### src/rtl/load_store_unit.sv
// Load/store unit: accepts one byte/half/word load or store at a time and
// drives a simple word-wide memory port. Sub-word stores do a read-modify-write.
// Optional feature macro: LSU_ALIGN_CHECK_EN (misaligned half/word -> error).
module load_store_unit (
  input  logic        clk,
  input  logic        rst_n,
  input  logic        req_valid,
  output logic        req_ready,
  input  logic [3:0]  req_op,
  input  logic [31:0] req_addr,
  input  logic [31:0] req_wdata,
  output logic        resp_valid,
  input  logic        resp_ready,
  output logic [31:0] resp_rdata,
  output logic        resp_err,
  output logic        mem_ren,
  output logic        mem_wen,
  output logic [31:0] mem_addr,
  output logic [31:0] mem_data_i,
  input  logic [31:0] mem_data_o
);

  typedef enum logic [1:0] {
    S_IDLE,
    S_RD,
    S_WR,
    S_RESP
  } state_e;

  state_e      state_q, state_d;
  logic [3:0]  op_q, op_d;
  logic [31:0] addr_q, addr_d;
  logic [31:0] wdata_q, wdata_d;
  logic [31:0] word_q, word_d;
  logic [31:0] rdata_q, rdata_d;
  logic        err_q, err_d;

  logic        req_err;
  logic [31:0] load_val;
  logic [31:0] store_word;

  // Decode whether an incoming request must be answered with an error
  always_comb begin
    req_err = (req_op[1:0] == 2'b11);
`ifdef LSU_ALIGN_CHECK_EN
    if (req_op[1:0] == 2'b01 && req_addr[0])
      req_err = 1'b1;
    if (req_op[1:0] == 2'b10 && req_addr[1:0] != 2'b00)
      req_err = 1'b1;
`endif
  end

  // Extract and extend the addressed byte/half from the read word
  always_comb begin
    logic [7:0]  b;
    logic [15:0] h;
    b = '0;
    h = '0;
    case (addr_q[1:0])
      2'b00:   b = mem_data_o[7:0];
      2'b01:   b = mem_data_o[15:8];
      2'b10:   b = mem_data_o[23:16];
      default: b = mem_data_o[31:24];
    endcase
    h = addr_q[1] ? mem_data_o[31:16] : mem_data_o[15:0];
    case (op_q[1:0])
      2'b00:   load_val = op_q[2] ? {24'h0, b} : {{24{b[7]}}, b};
      2'b01:   load_val = op_q[2] ? {16'h0, h} : {{16{h[15]}}, h};
      default: load_val = mem_data_o;
    endcase
  end

  // Merge store data into the captured word (read-modify-write for sub-word)
  always_comb begin
    store_word = word_q;
    case (op_q[1:0])
      2'b00: begin
        case (addr_q[1:0])
          2'b00:   store_word[7:0]   = wdata_q[7:0];
          2'b01:   store_word[15:8]  = wdata_q[7:0];
          2'b10:   store_word[23:16] = wdata_q[7:0];
          default: store_word[31:24] = wdata_q[7:0];
        endcase
      end
      2'b01: begin
        if (addr_q[1])
          store_word[31:16] = wdata_q[15:0];
        else
          store_word[15:0]  = wdata_q[15:0];
      end
      default: store_word = wdata_q;
    endcase
  end

  // Next-state and datapath register updates
  always_comb begin
    state_d = state_q;
    op_d    = op_q;
    addr_d  = addr_q;
    wdata_d = wdata_q;
    word_d  = word_q;
    rdata_d = rdata_q;
    err_d   = err_q;
    case (state_q)
      S_IDLE: begin
        if (req_valid) begin
          op_d    = req_op;
          addr_d  = req_addr;
          wdata_d = req_wdata;
          rdata_d = '0;
          err_d   = req_err;
          if (req_err)
            state_d = S_RESP;
          else if (req_op[3] && req_op[1:0] == 2'b10)
            state_d = S_WR;
          else
            state_d = S_RD;
        end
      end
      S_RD: begin
        word_d = mem_data_o;
        if (op_q[3]) begin
          state_d = S_WR;
        end else begin
          rdata_d = load_val;
          state_d = S_RESP;
        end
      end
      S_WR: begin
        state_d = S_RESP;
      end
      default: begin
        if (resp_ready)
          state_d = S_IDLE;
      end
    endcase
  end

  // State and datapath registers; reset aborts any operation in flight
  always_ff @(posedge clk or negedge rst_n) begin
    if (!rst_n) begin
      state_q <= S_IDLE;
      op_q    <= '0;
      addr_q  <= '0;
      wdata_q <= '0;
      word_q  <= '0;
      rdata_q <= '0;
      err_q   <= 1'b0;
    end else begin
      state_q <= state_d;
      op_q    <= op_d;
      addr_q  <= addr_d;
      wdata_q <= wdata_d;
      word_q  <= word_d;
      rdata_q <= rdata_d;
      err_q   <= err_d;
    end
  end

  // Outputs decoded from the registered state only
  always_comb begin
    req_ready  = (state_q == S_IDLE);
    resp_valid = (state_q == S_RESP);
    resp_rdata = (state_q == S_RESP) ? rdata_q : '0;
    resp_err   = (state_q == S_RESP) ? err_q : 1'b0;
    mem_ren    = (state_q == S_RD);
    mem_wen    = (state_q == S_WR);
    mem_addr   = (state_q == S_RD || state_q == S_WR) ? {addr_q[31:2], 2'b00} : '0;
    mem_data_i = (state_q == S_WR) ? store_word : '0;
  end

endmodule
### config.mk
export PLATFORM = sky130hd
export DESIGN_NAME = load_store_unit
export DESIGN_NICKNAME = d
export VERILOG_FILES = /design/src/rtl/load_store_unit.sv
export SDC_FILE = /design/constraint.sdc
export NUM_CORES = 1
export LEC_CHECK = 0
export CAP_MARGIN = 20
export CORE_ASPECT_RATIO = 1.75
export CORE_MARGIN = 3
export CORE_UTILIZATION = 30
export CTS_CLUSTER_DIAMETER = 40
export DETAILED_ROUTE_END_ITERATION = 6
export PLACE_DENSITY = 0.69
export SLEW_MARGIN = 20
export SYNTH_ARGS = -nofsm -noshare
export SYNTH_HDL_FRONTEND = slang
export SYNTH_SLANG_ARGS = --single-unit
### constraint.sdc
create_clock -name clk -period 1.7 [get_ports clk]
set_clock_uncertainty 0.1 [all_clocks]
set_input_delay 0.17 -clock clk [delete_from_list [all_inputs] [get_ports clk]]
set_output_delay 0.17 -clock clk [all_outputs]
set_load 0.05 [all_outputs]
Yosys cells after proc, flatten, opt, wreduce, memory -nomap -nowiden
Cells that the tools add are included.
Storage, ports and cells
  flip-flop bits (word level): 135
  bits of input ports: 104
  output and inout port bits: 101
  logic and storage cells: 53
Cells by class
  equal/unequal tests: 10
  reduce and logical (&&, ||, !) cells: 11
  muxes and demuxes: 25
Operator list (number)
  $mux W32: 7
  $pmux W32 S2: 3
  $mux W16: 3
  $mux W8: 4
  $pmux W8 S3: 1
  $eq A2 B2 Y1 const B: 5
  $mux W2: 4
  $eq A2 B1 Y1 const B: 3
  $logic_not A2 Y1: 3
  $pmux W2 S3: 1
  $ne A2 B2 Y1 const B: 2
  $reduce_and A2 Y1: 2
  $reduce_bool A4 Y1: 1
  $reduce_and A3 Y1: 1
  $reduce_or A3 Y1: 1
  $mux W1: 2
  $reduce_bool A2 Y1: 1
  $logic_and A1 B1 Y1: 1
  $logic_or A1 B1 Y1: 1

Longest topological paths before layout
  depth in word-level cells: 6
  gate-level depth with buffers: 8
  mapped depth without buffers: 6

Worst setup path before layout
Ideal clock, no wire load.
  kind: reg-to-output
  start: reg state_q[0]
  end: out mem_data_i[20]
  slack: -1.402 ns
  arrival time: 2.832 ns
  cell stages (with the launch flop): 7
  path buffers: 2
  required time: 1.430 ns
  cell sequence: dfrtp_1 -> inv_1 -> ha_1 -> clkbuf_1 -> inv_1 -> clkbuf_1 -> a311oi_1
Between the ends
  word-level cells in the longest chain between the ends: 2
RTL lines
  from (decl): RTL line 30  | state_e state_q, state_d;
  from (signal assigned): RTL line 150  | state_q <= state_d;
  $eq A2 B2 Y1
  named net mem_wen: RTL line 17  | output logic mem_wen,
  $mux W32: RTL line 169  | mem_data_i = (state_q == S_WR) ? store_word : '0;
  to (decl): RTL line 19  | output logic [31:0] mem_data_i,
The timed path passes the listed nets, and every way through them passes these cells.

Worst setup path in the final report
  start: reg addr_q[0]
  end: out mem_data_i[12]
Between the ends
  word-level cells in the longest chain between the ends: 4
RTL lines
  from (decl): RTL line 32  | logic [31:0] addr_q, addr_d;
  from (signal assigned): RTL line 152  | addr_q <= addr_d;
  $eq A2 B1 Y1: RTL line 78  | case (addr_q[1:0])
  $mux W8: RTL line 78
  $pmux W32 S2: RTL line 76  | case (op_q[1:0])
  $mux W32: RTL line 169
No other way between the ends.

==> results.toml <==
[global_route]
grt_overflow = 0
grt_util_all_layers_pct = 21.4
grt_pass1_vias = 7061
grt_pass1_wl_mm = 41.4
antenna_found_initial = 2
grt_max_degree = 47

[critical_path]
cp-end-kind = "primary output"
cpMostUsedCell = "buf_12"
arrival_ns = 2.00
crit_path_start_kind = "flip-flop"
critical_path_class = "reg -> out"
cpPeakStageDelay_ns = 0.44
worst_ep_required_time_ns = 1.43
cp_max_fo = 8
path_cells = "or2b_1 > buf_12 > mux2i_1 > a2bb2oi_1 > a21oi_2 > buf_12"
critPathBufInv = 2
crit_family = "flip-flops"
r2r_slack_ns = -0.56
crit_slowest_cell = "dfrtp_2"

[finish]
nets = 1065
layout-drive-gt1-share_pct = 58.1
area_growth_pct = 91.8

[die]
io_pins = 205
start_util_pct = 30.9
rows = 73
core_area_um2 = 23000
fp.dieW_um = 122
dieArea_um2 = 25600
die_y_um = 210

[timing]
post-route-period-util_pct = 134
timing.fmax_mhz = 440
finalHoldViolCount = 0
period_needed_ns = 2.27
worst_slack_ns = -0.571
drv_slew = 0
rsz0062_at_grt = "yes"
finalSetupViolCount = 233

[placement]
io_buffers = 202
hpwl_mm = 19.3
pre_cts_slack_ns = -0.273
gp_congestion = 0.965

[min_path]
hold_path_class = "in -> async"

[drt]
wl_mm = 30.3
ant_nets = 0
drtPass1Iterations = 5
drt_iter0_markers = 440
num_vias = 6836
avgViaCountPerCell = 5.37
wl_per_cell_um = 23.8
drcViolationCount = 0

[power]
p_per_area_nw_per_um2 = 2470
power.leakage_nw = 5.93
ir_drop_v = 0.00150
total_power_mw = 33.7

[logic_synthesis]
synthMuxAreaShare_pct = 19.6
synthTopCellsByCount = "dfrtp_1, mux2_2, and2_1"
synth_cell_type_count = 48
netlist_instances = 638
syn-cell-area_um2 = 7110
synthTopCellsByArea = "dfrtp_1, mux2_2, and2_1"
yosysMostFrequentCell = "dfrtp_1"
synthXorXnorAreaFrac_pct = 0
ys.flop_type = "dfrtp_1"
ys_async_sr_fraction_pct = 100
yosys_warnings = 0
synth-simple-area-share_pct = 13.8
synth_compound_area_share_pct = 14.4
yosysTopAreaCell = "dfrtp_1"
synthAdderAreaFrac_pct = 0.704
ys_seq_elements = 135
yosysSeqAreaShare_pct = 47.5
synth_top_family_by_area = "multiplexers"
syn_avg_cell_area_um2 = 11.1
synth-edff-count = 0
synth_top_area_share_pct = 47.5

[cts]
cts_buffers = 17
clk_path_buf_depth = 2
worst_skew_pair.late_latency_ns = 0.43
cts_tree = "yes"
cts_sinks = 135
clkTransAtPathRegs_ns = 0.06
h-tree-depth = 4
cts_root_buffer = "clkbuf_16"

[flow_run]
cap_viol_max_count = 0

[outcome]
violations = "negative setup slack"
outcome = "complete, but fails checks"
## final timing paths
check                                        from                 endpoint  depth (start not counted)
max                         addr_q[0]$_DFFE_PN0P_           mem_data_i[12]                          6
min                                         rst_n   addr_q[28]$_DFFE_PN0P_                          2
max reg2reg                state_q[0]$_DFFE_PN0P_  rdata_q[31]$_DFFE_PN0P_                         11
min reg2reg                rdata_q[6]$_DFFE_PN0P_   rdata_q[6]$_DFFE_PN0P_                          1
max in group asynchronous                   rst_n   wdata_q[3]$_DFFE_PN0P_                          3
min in group clk                      req_addr[4]    addr_q[4]$_DFFE_PN0P_                          2
## layout make-up
class / count / area, um2
fill: 1711 / 9390
timing repair buffer: 352 / 4790
multi-input combinational: 445 / 4470
sequential: 135 / 3380
clock buffer: 21 / 470
tap: 300 / 375
clock inverter: 11 / 98.8
inverter: 6 / 35.0
antenna: 2 / 5.00
## kinds of logic after synthesis
kind of cell,count (synthesis)
AO/OA/AOI/OAI,133
flip-flops,135
multiplexers,125
other,1
adder cells (fa/ha/maj),4
buffers and inverters,59
AND/OR/NAND/NOR,181
## placed cells by master, fill, tap and decap left out, drive strengths merged, types with 3 or more instances in the layout
master           n
buf            243
dfrtp          135
clkdlybuf4s50  102
mux2           101
and2            66
nand2           44
clkbuf          27
o21ai           27
mux2i           23
a21oi           23
nor2            19
nor2b           18
a221o           17
a311oi          14
o31ai           10
a221oi           9
nand3            9
o211a            8
a22o             8
a2bb2oi          8
nor3             7
inv              7
or3              6
nand2b           6
clkinv           6
ha               4
clkinvlp         3
a211oi           3
## repair_timing
item | 4_1_cts | 5_1_grt
setup buffers | 26 | 20
pin swaps | 58 | 30
resized for setup | 189 | 138
cloned | 12 | 8
endpoints found under the setup margin | 199 | 233
hold endpoints to repair | 93 | 0
hold buffers | 1 | 0
## metrics by stage
step | cells | instance area, um2 | setup TNS [ns] | utilization, % | hold slack (ns)
after floorplan | 639 | 7390 | -33.65 | - | -0.226
after global placement | 1183 | 11200 | -9.61 | 48.7 | 0.0519
after detailed placement | 1183 | 11200 | -12.73 | 48.7 | 0.0468
after CTS | 1254 | 13000 | -51.49 | 56.3 | 0.145
after global routing | 1272 | 13600 | -76.46 | 59.2 | 0.195
final | 1272 | 13600 | -68.08 | 59.2 | 0.161
## report_power, final
| group | internal (mW) | switching, mW |
|---|---|---|
| clock network | 2.12 | 1.46 |
| logic | 12.4 | 11.4 |
| registers | 4.79 | 1.59 |
| total | 19.3 | 14.4 |
## per-layer routing
metal,vias to the layer above,share of wire (%),GRT usage (%)
met5,-,0,0
met4,0,6.9,11.8
met3,119,6.9,5.88
met2,331,53,38.5
met1,3431,33,21.9
li1,2955,-,-
## registers in the layout, indices dropped and copies added, names as in the netlist
| signal | cells |
|---|---|
| op_q | 4 |
| addr_q | 32 |
| state_q | 2 |
| err_q | 1 |
| wdata_q | 32 |
| word_q | 32 |
| rdata_q | 32 |
Power figures use the tool's default switching activity.
